$ cat config.mk
export PLATFORM = sky130hd
export DESIGN_NAME = mole_spawn_timer
export DESIGN_NICKNAME = d
export VERILOG_FILES = /design/src/rtl/mole_spawn_timer.sv
export SDC_FILE = /design/constraint.sdc
export NUM_CORES = 1
export LEC_CHECK = 0
export ABC_AREA = 1
export CAP_MARGIN = 20
export CORE_MARGIN = 2
export CORE_UTILIZATION = 60
export DETAILED_ROUTE_END_ITERATION = 8
export HOLD_SLACK_MARGIN = 0.1
export PLACE_DENSITY = 0.81
export SYNTH_ARGS = -nofsm -noshare
export SYNTH_HDL_FRONTEND = slang
export SYNTH_SLANG_ARGS = --single-unit
$ cat constraint.sdc
create_clock -name CLK100MHZ -period 2.94 [get_ports CLK100MHZ]
set_input_delay 0.882 -clock CLK100MHZ [delete_from_list [all_inputs] [get_ports CLK100MHZ]]
set_output_delay 0.882 -clock CLK100MHZ [all_outputs]
set_load 0.05 [all_outputs]
$ cat src/rtl/mole_spawn_timer.sv
// Difficulty-selected mole spawn pulse generator with run/pause, restart and a saturating spawn counter.
// Optional interval jitter is compiled in with `define MOLE_SPAWN_JITTER_EN.
module mole_spawn_timer #(
  parameter int CNT_W      = 29,
  parameter int INTERVAL_0 = 200000000,
  parameter int INTERVAL_1 = 120000000,
  parameter int INTERVAL_2 = 80000000,
  parameter int INTERVAL_3 = 50000000,
  parameter int SPAWN_W    = 16
) (
  input  logic               CLK100MHZ,
  input  logic               rst,
  input  logic               run,
  input  logic               restart,
  input  logic [1:0]         difficulty,
  output logic               enable,
  output logic [SPAWN_W-1:0] spawn_count,
  output logic [1:0]         active_level
);

  if (INTERVAL_0 < 2 || INTERVAL_1 < 2 || INTERVAL_2 < 2 || INTERVAL_3 < 2) begin : g_bad_interval
    $error("mole_spawn_timer: every INTERVAL_n must be at least 2");
  end

  typedef enum logic [1:0] {IDLE, COUNT, FIRE} state_t;

  state_t             state_q, state_d;
  logic [CNT_W-1:0]   cnt_q, cnt_d;
  logic [CNT_W-1:0]   term_q, term_d;
  logic [SPAWN_W-1:0] spawn_q, spawn_d;
  logic [1:0]         level_q, level_d;
  logic               enable_q, enable_d;
  logic [CNT_W-1:0]   jitter;
  logic [CNT_W-1:0]   new_term;

  function automatic logic [CNT_W-1:0] interval_term(input logic [1:0] lvl);
    case (lvl)
      2'd0:    return CNT_W'(INTERVAL_0 - 1);
      2'd1:    return CNT_W'(INTERVAL_1 - 1);
      2'd2:    return CNT_W'(INTERVAL_2 - 1);
      default: return CNT_W'(INTERVAL_3 - 1);
    endcase
  endfunction

  function automatic logic [SPAWN_W-1:0] sat_inc(input logic [SPAWN_W-1:0] v);
    return (&v) ? v : v + 1'b1;
  endfunction

`ifdef MOLE_SPAWN_JITTER_EN
  logic [15:0] lfsr_q;
  logic        lfsr_fb;

  assign lfsr_fb = lfsr_q[15] ^ lfsr_q[13] ^ lfsr_q[12] ^ lfsr_q[10];

  always_ff @(posedge CLK100MHZ or posedge rst) begin
    if (rst)          lfsr_q <= 16'hACE1;
    else if (restart) lfsr_q <= 16'hACE1;
    else              lfsr_q <= {lfsr_q[14:0], lfsr_fb};
  end

  assign jitter = CNT_W'({lfsr_q, 8'h00});
`else
  assign jitter = '0;
`endif

  assign new_term = interval_term(difficulty) - jitter;

  // FIRE doubles as counter value 0 of the next interval, so the pulse period stays at INTERVAL.
  always_comb begin
    state_d  = state_q;
    cnt_d    = cnt_q;
    term_d   = term_q;
    spawn_d  = spawn_q;
    level_d  = level_q;
    enable_d = 1'b0;
    if (restart) begin
      state_d = IDLE;
      cnt_d   = '0;
      spawn_d = '0;
    end else begin
      case (state_q)
        IDLE: begin
          if (run) begin
            level_d = difficulty;
            term_d  = new_term;
            cnt_d   = '0;
            state_d = COUNT;
          end
        end
        COUNT: begin
          if (run) begin
            if (cnt_q == term_q) begin
              state_d  = FIRE;
              enable_d = 1'b1;
              spawn_d  = sat_inc(spawn_q);
              level_d  = difficulty;
              term_d   = new_term;
              cnt_d    = '0;
            end else begin
              cnt_d = cnt_q + 1'b1;
            end
          end
        end
        FIRE: begin
          state_d = COUNT;
          if (run) cnt_d = cnt_q + 1'b1;
        end
        default: state_d = IDLE;
      endcase
    end
  end

  always_ff @(posedge CLK100MHZ or posedge rst) begin
    if (rst) begin
      state_q  <= IDLE;
      cnt_q    <= '0;
      term_q   <= '0;
      spawn_q  <= '0;
      level_q  <= '0;
      enable_q <= 1'b0;
    end else begin
      state_q  <= state_d;
      cnt_q    <= cnt_d;
      term_q   <= term_d;
      spawn_q  <= spawn_d;
      level_q  <= level_d;
      enable_q <= enable_d;
    end
  end

  assign enable       = enable_q;
  assign spawn_count  = spawn_q;
  assign active_level = level_q;

endmodule

== Word-level counts from Yosys, hierarchy flattened ==
Index checks and enable logic that the tools add are counted.
Cells by class
  add/sub/neg operators: 2
  eq/ne operators: 13
  mux-type cells: 29
  bitwise gates (word level): 1
  reductions and logical operators: 12
Operators by type and width (number)
  $mux 29: 8
  $pmux 29 s3: 1
  $pmux 28 s3: 1
  $mux 16: 5
  $pmux 29 s2: 1
  $add 29x1->29 const B: 1
  $eq 29x29->1: 1
  $add 16x1->16 const B: 1
  $reduce_and 16->1: 1
  $mux 2: 7
  $ne 3x3->1 const B: 4
  $ne 2x2->1 const B: 4
  $reduce_and 4->1: 2
  $reduce_bool 2->1: 4
  $pmux 2 s3: 1
  $reduce_and 5->1: 1
  $eq 2x1->1 const B: 2
  $eq 2x2->1 const B: 2
  $logic_not 2->1: 2
  $mux 1: 4
  $pmux 2 s2: 1
  $reduce_bool 4->1: 1
  $reduce_and 3->1: 1
  $not 1->1: 1
Storage, ports and cells
  register bits after elaboration: 79
  input bits: 6
  output and inout port bits: 19
  logic and storage cells: 63

== Depth between registers and ports, before layout ==
Gate-level depths: netlist of the first run.
  depth after elaboration: 6
  gate-level depth with buffers: 14

== Worst setup path before layout of the first run ==
OpenSTA, ideal clock, no wires.
  path type: register to register
  start point: register spawn_q[0] (netlist: spawn_count[0])
  end point: register spawn_q[14] (netlist: spawn_count[14])
  arrival time: 1.987 ns
  required time: 2.864 ns
  setup slack: 0.877 ns
  cell stages (with the launch flop): 8
  path buffers: 0
  clock period less this slack: 2.063 ns
  path through: dfrtp_1 > ha_1 > nand2_1 > nor3b_1 > nand3_1 > xor2_1 > or2_2 > o21ai_1
Between the ends
  cells in the longest elaborated chain, start to end: 6
RTL lines
  from (decl): line 30  | logic [SPAWN_W-1:0] spawn_q, spawn_d;
  from (signal assigned): line 125  | spawn_q <= spawn_d;
  $add 16x1->16: line 46  | return (&v) ? v : v + 1'b1;
  $mux 16: line 46
  $mux 16: line 92  | if (cnt_q == term_q) begin
  $mux 16: line 91  | if (run) begin
  $mux 16: line 81  | case (state_q)
  $mux 16: line 76  | if (restart) begin
Parallel ways exist; a longest one is shown, timed or not. The select of a mux whose other input is x is not followed.
A chain may end at the register's enable or synchronous reset.

== Worst setup path after layout of the first run ==
  start point: register spawn_q[3] (netlist: spawn_count[3])
  end point: output spawn_count[3]
RTL lines
  to (decl): line 17  | output logic [SPAWN_W-1:0] spawn_count,
No word-level cell between the ends.

==> impl_metrics.toml, run 1 <==
[outcome]
status = "finished clean"

[hold_path]
hp-class = "reg2reg"
holdCritStartpoint = "active_level[0]"
holdPathStages = 2
min_to = "active_level[0]"

[logic_synthesis]
netlist_instances = 546
avgSynthCellArea_um2 = 7.29
ys_ff_latch = 62
synth_area_mm2 = 0.00398
synthesis.nets = 565
synthFlopType = "dfrtp_1"
synth_edf_count = 0
ys_warn_count = 0
async_flop_share = 1.00
synth_seq_area_share = 0.390
netlist-cell-type-count = 37

[drt]
ant_nets = 0
drt_iter0_markers = 273
detailroute.via_count = 3588
vias_per_cell = 5.47
drc = 0
drt-total-wl_um = 9330
wl_per_cell_um = 14.2
dr.pass1.iters = 5

[place]
hpwl_um = 6970
placed_cells = 643
numPortBuffers = 24
place.gp.congestion = 0.994

[grt]
grt_pass1_wl_um = 16200
grt_util_all_layers = 0.280
grt_pass1_vias = 3482
antenna_found_initial = 0
grt-ovfl-total = 0
grt_start_max_net_pins = 63

[floorplanning]
coreArea_mm2 = 0.00639
die_w_um = 85.4
row_count = 29
die_area_mm2 = 0.00730
fp.dieH_um = 85.4
initial_core_util = 0.623
io_pins = 25

[clocking]
cts_made_buffers = 9
hold_buffers = 0
post_cts_buffers = 0
clkTransAtPathRegs_ns = 0.06
tritoncts = "done"
clk_latency_ns = 0.34
clock_path_buffers = 2
cts_root_buf = "clkbuf_8"
htreeDepth = 3
clkSinkCount = 62
cts_resized = 0

[cells_and_area]
stdcell_count = 656
finalNetCount = 596
drive_gt1_frac = 0.0794
fill_cells = 517
area_delta_synth_final_pct = 12.6
fin_util = 0.702
antennaDiodeCount = 0

[worst_setup_path]
path_max_fanout = 6
cp_num_buf_inv = 1
crit_path_start_kind = "flip-flop"
rr_startpoint = "cnt_q[13]"
slowest_stage = "clkdlybuf4s50_1"
max_stage_delay_ns = 0.85
startpoint = "spawn_count[3]"
rr_endpoint = "term_q[11]"
critPathTopFamily = "buffers and inverters"
worstPathCellList = "clkdlybuf4s50_1"
worstPathArrival_ns = 1.65
critPathKind = "reg2out"
reg2reg_slack_ns = 0.83
cp.required_ns = 2.06
endpoint_kind = "primary output"
r2r_cells = 11

[power_and_ir_drop]
clockPowerShare = 0.263
p_comb_frac = 0.336
peakVddDrop_uv = 597
switching_share = 0.389
p_int_uw = 1670
p_seq_frac = 0.401
power_leakage_uw = 0.00202
powerDensity_mw_per_mm2 = 611
switching_power_uw = 1060

[flow_run]
max-cap-violations = 0

[sta]
whs_ns = 0.501
hold_viol = 0
clock_skew_ns = 0.0106
rsz0062_at_grt = "false"
worstMarginPinSlew_ns = 0.508
maxSlewHeadroom = 0.660
period_share = 0.862
tns_ns = 0
clock.fmax_mhz = 395
setup_viol = 0
period_needed_ns = 2.53
drv_slew = 0
metal layers:
layer	vias to the layer above	wire (um)	GRT usage	part of all wire
met5	-	0	0	0
met4	0	148	0.0938	0.016
met3	20	598	0.0409	0.064
met2	146	4370	0.448	0.47
met1	1641	4220	0.392	0.45
li1	1781	-	-	-
flip-flops by register name, summed over array words and instances (netlist names):
signal	count
term_q	12
enable	1
state_q	2
spawn_count	16
cnt_q	29
active_level	2
area by class of cell:
cell class,count,area [um^2],share of cell area
Clock buffer,11,141,0.0315
Clock inverter,2,35.0,0.00782
Inverter,67,251,0.0561
Multi-Input combinational cell,408,2120,0.472
Sequential cell,62,1550,0.346
Tap cell,77,96.3,0.0215
Timing Repair Buffer,29,290,0.0648
how the worst max path moves through the flow:
stage               slack, ns               to  depth (start not counted)
floorplan                0.52  active_level[0]                          1
global placement         0.43        cnt_q[22]                          7
detailed placement       0.38        cnt_q[16]                          7
CTS                      0.42   spawn_count[4]                          1
global route             0.37   spawn_count[2]                          1
finish                   0.41   spawn_count[3]                          1
cells in the final DEF (no fill, tap or decap), types with 2 or more instances in the layout:
master	synthesis	routed
a21oi_1	7	7
buf_4	0	4
clkbuf_8	0	10
clkdlybuf4s50_1	0	24
dfrtp_1	62	62
ha_1	13	13
inv_1	65	64
inv_2	1	2
nand2_1	163	163
nand2_2	3	3
nand2_4	2	2
nand3_1	31	31
nand3b_1	2	2
nand4_1	4	4
nor2_1	65	65
nor3_1	11	11
nor4_1	3	3
o21ai_0	14	14
o21ai_1	25	25
o21ai_2	6	6
o21bai_1	2	2
o22ai_1	5	5
or2_2	9	9
xnor2_1	2	2
xor2_1	30	30
cell families (layout without fill, tap and decap cells):
logic type	Yosys count	count (layout)	share of synthesized area
AO/OA/AOI/OAI	63	63	0.0925
AND/OR/NAND/NOR	300	300	0.328
flip-flops	62	62	0.390
XOR/XNOR	32	32	0.0704
buffers and inverters	76	109	0.0783
adder cells (fa/ha/maj)	13	13	0.0409
metrics by stage:
step	power, uW	setup WS (ns)	cell area, um^2
floorplan	1810	0.517	3980
global placement	1990	0.428	4310
detailed placement	2020	0.379	4310
CTS	2730	0.417	4480
global route	2900	0.370	4480
finish	2740	0.407	4480
worst min-delay path, delay by kind of cell, from the launching register on:
kind | cells | cell delay, ns
compound gates | 1 | 0.05
flops | 1 | 0.35
simple gates | 1 | 0.07
power by group through the flow:
stage                     logic [uW]  clock network, uW  registers, uW
after floorplan                  636                  0           1170
after global placement           885                  0           1100
after detailed placement         912                  0           1110
after CTS                        922                719           1090
after global routing            1040                751           1110
final                            919                721           1100
synthesized netlist by cell type (2+ instances only):
cell type	count	area share
nand4_1	4	0.0063
o21ai_0	14	0.018
nand2_1	163	0.15
clkbuf_1	3	0.0028
nand3b_1	2	0.0038
nor2_1	65	0.061
nand2_4	2	0.0057
dfrtp_1	62	0.39
nor3_1	11	0.014
xnor2_1	2	0.0044
o21bai_1	2	0.0038
xor2_1	30	0.066
o21ai_1	25	0.031
nand2_2	3	0.0047
inv_1	65	0.061
buf_6	3	0.0085
nor4_1	3	0.0047
buf_2	3	0.0038
o21ai_2	6	0.013
a21oi_1	7	0.0088
ha_1	13	0.041
or2_2	9	0.014
o22ai_1	5	0.0079
nand3_1	31	0.039
Note: power is estimated with default switching activity, not from simulation.
==> run 2: changes to the inputs <==
ABC_AREA = unset   (was 1)
CORE_UTILIZATION = 59   (was 60)
PLACE_DENSITY = 0.8   (was 0.81)
clock period = 2.55 ns   (was 2.94 ns; I/O delays follow)
==> run 2 against run 1 <==
Register-to-register slack worse by 0.75 ns. Sequential cell count unchanged. Combinational power up 14%. Final cell count down 17%. Setup slack worse by 0.32 ns. Via count down 5.3%. First-iteration DRC count down 4.8%. Count of clock-buffer cells in the layout up 3. Non-clock buffer count up 33. Routed wire length up 3.2%. Hold slack about the same. Critical endpoint is now spawn_count[3]. Largest cell class unchanged.
==> impl_metrics.toml, run 2 <==
[sta]
worstMarginPinSlew_ns = 0.487
clock_skew_ns = 0.00824
maxSlewHeadroom = 0.667
whs_ns = 0.501
period_share = 0.968
drv_slew = 0
clock.fmax_mhz = 405
hold_viol = 0
rsz0062_at_grt = "false"
period_needed_ns = 2.47
fin_ws_ns = 0.0818
setup_viol = 0

[drt]
drt-total-wl_um = 9640
drc = 0
wl_per_cell_um = 17.7
ant_nets = 0
drt_iter0_markers = 260
detailroute.via_count = 3399
vias_per_cell = 6.23
dr.pass1.iters = 4

[clocking]
clk_latency_ns = 0.35
cts_root_buf = "clkbuf_8"
cts_made_buffers = 9
htreeDepth = 3
tritoncts = "done"
clock_path_buffers = 2
clkTransAtPathRegs_ns = 0.07
clkSinkCount = 62

[cells_and_area]
final_cell_mix = "62 x dfrtp_1, 42 x nor2_1, 34 x buf_4"
finalNetCount = 483
largest_register_ff_count = 29
layout.cells.most_common = "dfrtp_1"
antennaDiodeCount = 0
area_delta_synth_final_pct = 22.8
design_area_mm2 = 0.00463
top_register = "cnt_q"
drive_gt1_frac = 0.177

[place]
place.gp.congestion = 0.874
place_worst_setup_slack_ns = -0.0285
numPortBuffers = 24
hpwl_um = 6530
place_area_mm2 = 0.00429

[logic_synthesis]
avgSynthCellArea_um2 = 9.15
synth.most_common_cell = "dfrtp_1"
async_flop_share = 1.00
synthFlopType = "dfrtp_1"
synth_common_cells = "62 x dfrtp_1, 42 x nor2_1, 32 x nand2_1"
netlist-cell-type-count = 54
synth_area_leaders = "dfrtp_1 41%, ha_1 4.3%, nor2_1 4.2%"
synthesis.nets = 431
synth_edf_count = 0
yosysTopAreaCellShare = 0.411
netlist_instances = 412
ys_warn_count = 0
synth_area_mm2 = 0.00377
synth_largest_area_cell = "dfrtp_1"
synth_seq_area_share = 0.411
ys_ff_latch = 62

[power_and_ir_drop]
p_int_uw = 2250
p_comb_frac = 0.313
powerDensity_mw_per_mm2 = 725
power_uw = 3360
peakVddDrop_uv = 551
power_leakage_uw = 0.00194
p_seq_frac = 0.363
switching_power_uw = 1110
switching_share = 0.330
clockPowerShare = 0.324

[hold_path]
hp-class = "reg2reg"

[worst_setup_path]
worstPathArrival_ns = 2.73
path_max_fanout = 17
crit_path_start_kind = "flip-flop"
endpoint_kind = "flip-flop"
slowest_stage = "or4_4"
cp.required_ns = 2.82
critPathKind = "reg2reg"
max_stage_delay_ns = 0.56
crit_path_frequent_cell = "buf_4"
worstPathCellList = "or4_4 -> o22ai_4 -> o2111a_2 -> buf_4 -> buf_4 -> nand3_1 -> buf_6 -> or3_1 -> a21oi_1"

[grt]
grt_pass1_vias = 3102
antenna_found_initial = 0
grt-ovfl-total = 0
grt_util_all_layers = 0.279
grt_pass1_wl_um = 15600
grt_start_max_net_pins = 63

[floorplanning]
coreArea_mm2 = 0.00628
fp.dieH_um = 84.0
row_count = 29
initial_core_util = 0.601
io_pins = 25
die_w_um = 84.0
die_area_mm2 = 0.00705

[outcome]
status = "finished clean"

[flow_run]
max-cap-violations = 0
run 2: cell count changes after synthesis, sizes merged, moves of 10 or more:
cell,delta
nand4,+10
o21ai,-32
nor2,-25
inv,-49
nand3,-12
nand2,-136
clkbuf,+14
a31oi,+15
or3,+13
xor2,-23
mux2,+13
run 2: cell families after synthesis:
| group | after synthesis | synth area share |
|---|---|---|
| muxes | 22 | 0.0667 |
| xor gates and xnor gates | 18 | 0.0418 |
| buffers and inverters | 39 | 0.0425 |
| adders and majority gates | 13 | 0.0431 |
| DFF | 62 | 0.411 |
| and+or+nand+nor | 183 | 0.256 |
| AOI/OAI and AO/OA | 75 | 0.139 |
run 2: worst paths after layout:
kind / startpoint / cells after the start / end / slack [ns]
max: cnt_q[1] / 9 / spawn_count[3] / 0.08
min: cnt_q[28] / 1 / cnt_q[28] / 0.50
max reg2reg: cnt_q[1] / 9 / spawn_count[3] / 0.08
min reg2reg: cnt_q[28] / 1 / cnt_q[28] / 0.50
max in group asynchronous: rst / 3 / spawn_count[3] / 1.48
min in group asynchronous: rst / 3 / active_level[1] / 0.79
run 2: metal layers:
layer,vias up,share of wire,GRT usage
li1,1606,-,-
met1,1665,0.45,0.386
met2,115,0.48,0.443
met3,13,0.057,0.0623
met4,0,0.011,0.0821
met5,-,0,0
run 2: stage by stage:
step | cells | util | setup TNS (ns)
2_1_floorplan | 412 | - | 0
3_3_place_gp | 524 | 0.683 | 0
3_5_place_dp | 524 | 0.683 | -0.0377
4_1_cts | 540 | 0.723 | 0
5_1_grt | 546 | 0.738 | 0
6_report | 546 | 0.738 | 0
run 2: area by class of cell:
class,count,area [um^2]
Fill cell,440,1650
Tap cell,77,96.3
Timing Repair Buffer,62,572
Sequential cell,62,1550
Clock inverter,2,60.1
Inverter,18,67.6
Multi-Input combinational cell,311,2090
Clock buffer,14,193
run 2: power by group through the flow:
| stage | Combinational [uW] | Sequential, uW | Clock (uW) |
|---|---|---|---|
| floorplan | 648 | 1250 | 0 |
| global placement | 959 | 1220 | 0 |
| detailed placement | 992 | 1230 | 0 |
| CTS | 1000 | 1210 | 1080 |
| global route | 1140 | 1230 | 1120 |
| finish | 1050 | 1220 | 1090 |
run 2: what timing repair did:
item	in CTS	in global routing
hold buffers	0	0
gates resized for setup	0	5
endpoints found under the hold margin	0	0
endpoints found under the setup margin	0	11
buffers inserted	0	5
run 2: worst max-delay path, delay by kind of cell, from the launching register on:
kind | cells | cell delay (ns)
AND/OR/NAND/NOR | 3 | 1.03
AO/OA/AOI/OAI | 3 | 0.57
buffers and inverters | 3 | 0.40
flip-flops | 1 | 0.38
==> run 3: changes to the inputs <==
CAP_MARGIN = 30   (was 20)
clock period = 2.8 ns   (was 2.55 ns; I/O delays follow)
==> run 3 against run 2 <==
Count of clock-buffer cells in the layout is 3 lower. Routed wire length down 7.0%. Critical path depth shrank 2. Sequential cell count unchanged. Clock power down 18%. Non-clock buffer count down 23. First-iteration DRC count is 5.0% higher. Cell area shrank 5.1%.
==> impl_metrics.toml, run 3 (same netlist as run 2, synthesis figures left out) <==
[sta]
period_share = 0.946
worstMarginPinSlew_ns = 0.728
hold_viol = 0
rsz0062_at_grt = "false"
drv_slew = 0
clock_skew_ns = 0.0100
setup_viol = 0
tns_ns = 0
maxSlewHeadroom = 0.515
clock.fmax_mhz = 378
period_needed_ns = 2.65

[cells_and_area]
fill_cells = 470
top_register = "cnt_q"
layout.cells.most_common = "dfrtp_1"
antennaDiodeCount = 0
largest_register_ff_count = 29
design_area_mm2 = 0.00440
area_delta_synth_final_pct = 16.6
final_cell_mix = "62 x dfrtp_1, 42 x nor2_1, 32 x nand2_1"
finalNetCount = 460
drive_gt1_frac = 0.128

[grt]
antenna_found_initial = 0
grt_pass1_wl_um = 15300
grt_util_all_layers = 0.272
grt_start_max_net_pins = 63
grt_pass1_vias = 3130
grt-ovfl-total = 0

[clocking]
clk_latency_ns = 0.34
tritoncts = "done"
cts_root_buf = "clkbuf_8"
htreeDepth = 3
cts_made_buffers = 9
post_cts_buffers = 0
clkSinkCount = 62
clock_path_buffers = 2
clkTransAtPathRegs_ns = 0.07

[worst_setup_path]
critPathTopFamily = "compound AO/OA/AOI/OAI gates"
cp_num_buf_inv = 1
endpoint_kind = "flip-flop"
path_max_fanout = 13
crit_path_start_kind = "flip-flop"
worstPathArrival_ns = 2.87
rr_startpoint = "term_q[6]"
worstPathCellList = "or4_1 -> o22ai_2 -> nor4bb_2 -> a41oi_2 -> buf_4 -> a22oi_1 -> o31ai_1"
slowest_stage = "or4_1"
r2r_cells = 7
critPathKind = "reg2reg"
rr_endpoint = "cnt_q[27]"
reg2reg_slack_ns = 0.15
max_stage_delay_ns = 0.54
cp.required_ns = 3.02

[place]
place.gp.congestion = 0.910
hpwl_um = 6200
place_area_mm2 = 0.00416
numPortBuffers = 24

[power_and_ir_drop]
p_seq_frac = 0.383
peakVddDrop_uv = 580
switching_share = 0.340
switching_power_uw = 982
clockPowerShare = 0.311
p_int_uw = 1900
p_comb_frac = 0.306
power_leakage_uw = 0.00180
powerDensity_mw_per_mm2 = 657

[floorplanning]
die_w_um = 84.0
io_pins = 25
fp.dieH_um = 84.0
coreArea_mm2 = 0.00628
die_area_mm2 = 0.00705
row_count = 29
initial_core_util = 0.601

[hold_path]
min_to = "cnt_q[28]"
holdPathStages = 1
hp-class = "reg2reg"
holdCritStartpoint = "cnt_q[28]"

[drt]
wl_per_cell_um = 17.2
detailroute.via_count = 3253
ant_nets = 0
drt-total-wl_um = 8960
dr.pass1.iters = 5
vias_per_cell = 6.23
drc = 0
drt_iter0_markers = 273

[outcome]
status = "finished clean"

[flow_run]
max-cap-violations = 0
## run 3: area by class of cell
cell class                      instances  area (um^2)  share of cell area
Timing Repair Buffer                   39          378              0.0860
Tap cell                               77         96.3              0.0219
Inverter                               18         67.6              0.0154
Clock inverter                          4         70.1              0.0159
Clock buffer                           11          151              0.0344
Sequential cell                        62         1550               0.353
Multi-Input combinational cell        311         2080               0.473
## run 3: worst max path at each step
stage	start	end	slack, ns	depth (start not counted)
after floorplan	rst	active_level[0]	0.42	1
after global placement	run	cnt_q[23]	0.17	7
after detailed placement	run	cnt_q[23]	0.12	7
after CTS	term_q[6]	cnt_q[17]	0.14	6
after global routing	term_q[6]	cnt_q[27]	0.03	7
final	term_q[6]	cnt_q[27]	0.15	7
## run 3: per-stage QoR
stage | hold WS, ns | util | setup WS [ns] | total power, uW | std cells
after CTS | 0.505 | 0.698 | 0.136 | 2870 | 522
after floorplan | 0.450 | - | 0.419 | 1730 | 412
after global placement | 0.471 | 0.663 | 0.166 | 1940 | 507
after detailed placement | 0.481 | 0.663 | 0.123 | 1970 | 507
after global routing | 0.515 | 0.700 | 0.0284 | 3030 | 522
final | 0.491 | 0.700 | 0.151 | 2890 | 522
## run 3: power groups by stage
| stage | logic [uW] | registers (uW) | clock network [uW] |
|---|---|---|---|
| CTS | 867 | 1100 | 902 |
| finish | 884 | 1110 | 896 |
| global route | 968 | 1120 | 941 |
| detailed placement | 850 | 1120 | 0 |
| floorplan | 590 | 1140 | 0 |
| global placement | 826 | 1110 | 0 |
## run 3: repair_timing
action / 4_1_cts / 5_1_grt
hold buffers: 0 / 0
resized for setup: 0 / 2
endpoints found under the setup margin: 0 / 9
## run 3: worst register-to-register path, cell delays in order (launching register included)
cell,delay (ns)
dfrtp_1,0.40
or4_1,0.54
o22ai_2,0.21
nor4bb_2,0.32
a41oi_2,0.44
buf_4,0.35
a22oi_1,0.18
o31ai_1,0.10
## run 3: per-layer routing
layer | share of wire | routed length (um) | vias up | track usage
met5 | 0 | 0 | - | 0
met4 | 0.015 | 138 | 0 | 0.111
met3 | 0.048 | 434 | 18 | 0.0406
met2 | 0.47 | 4240 | 93 | 0.412
met1 | 0.46 | 4150 | 1586 | 0.392
li1 | - | - | 1556 | -
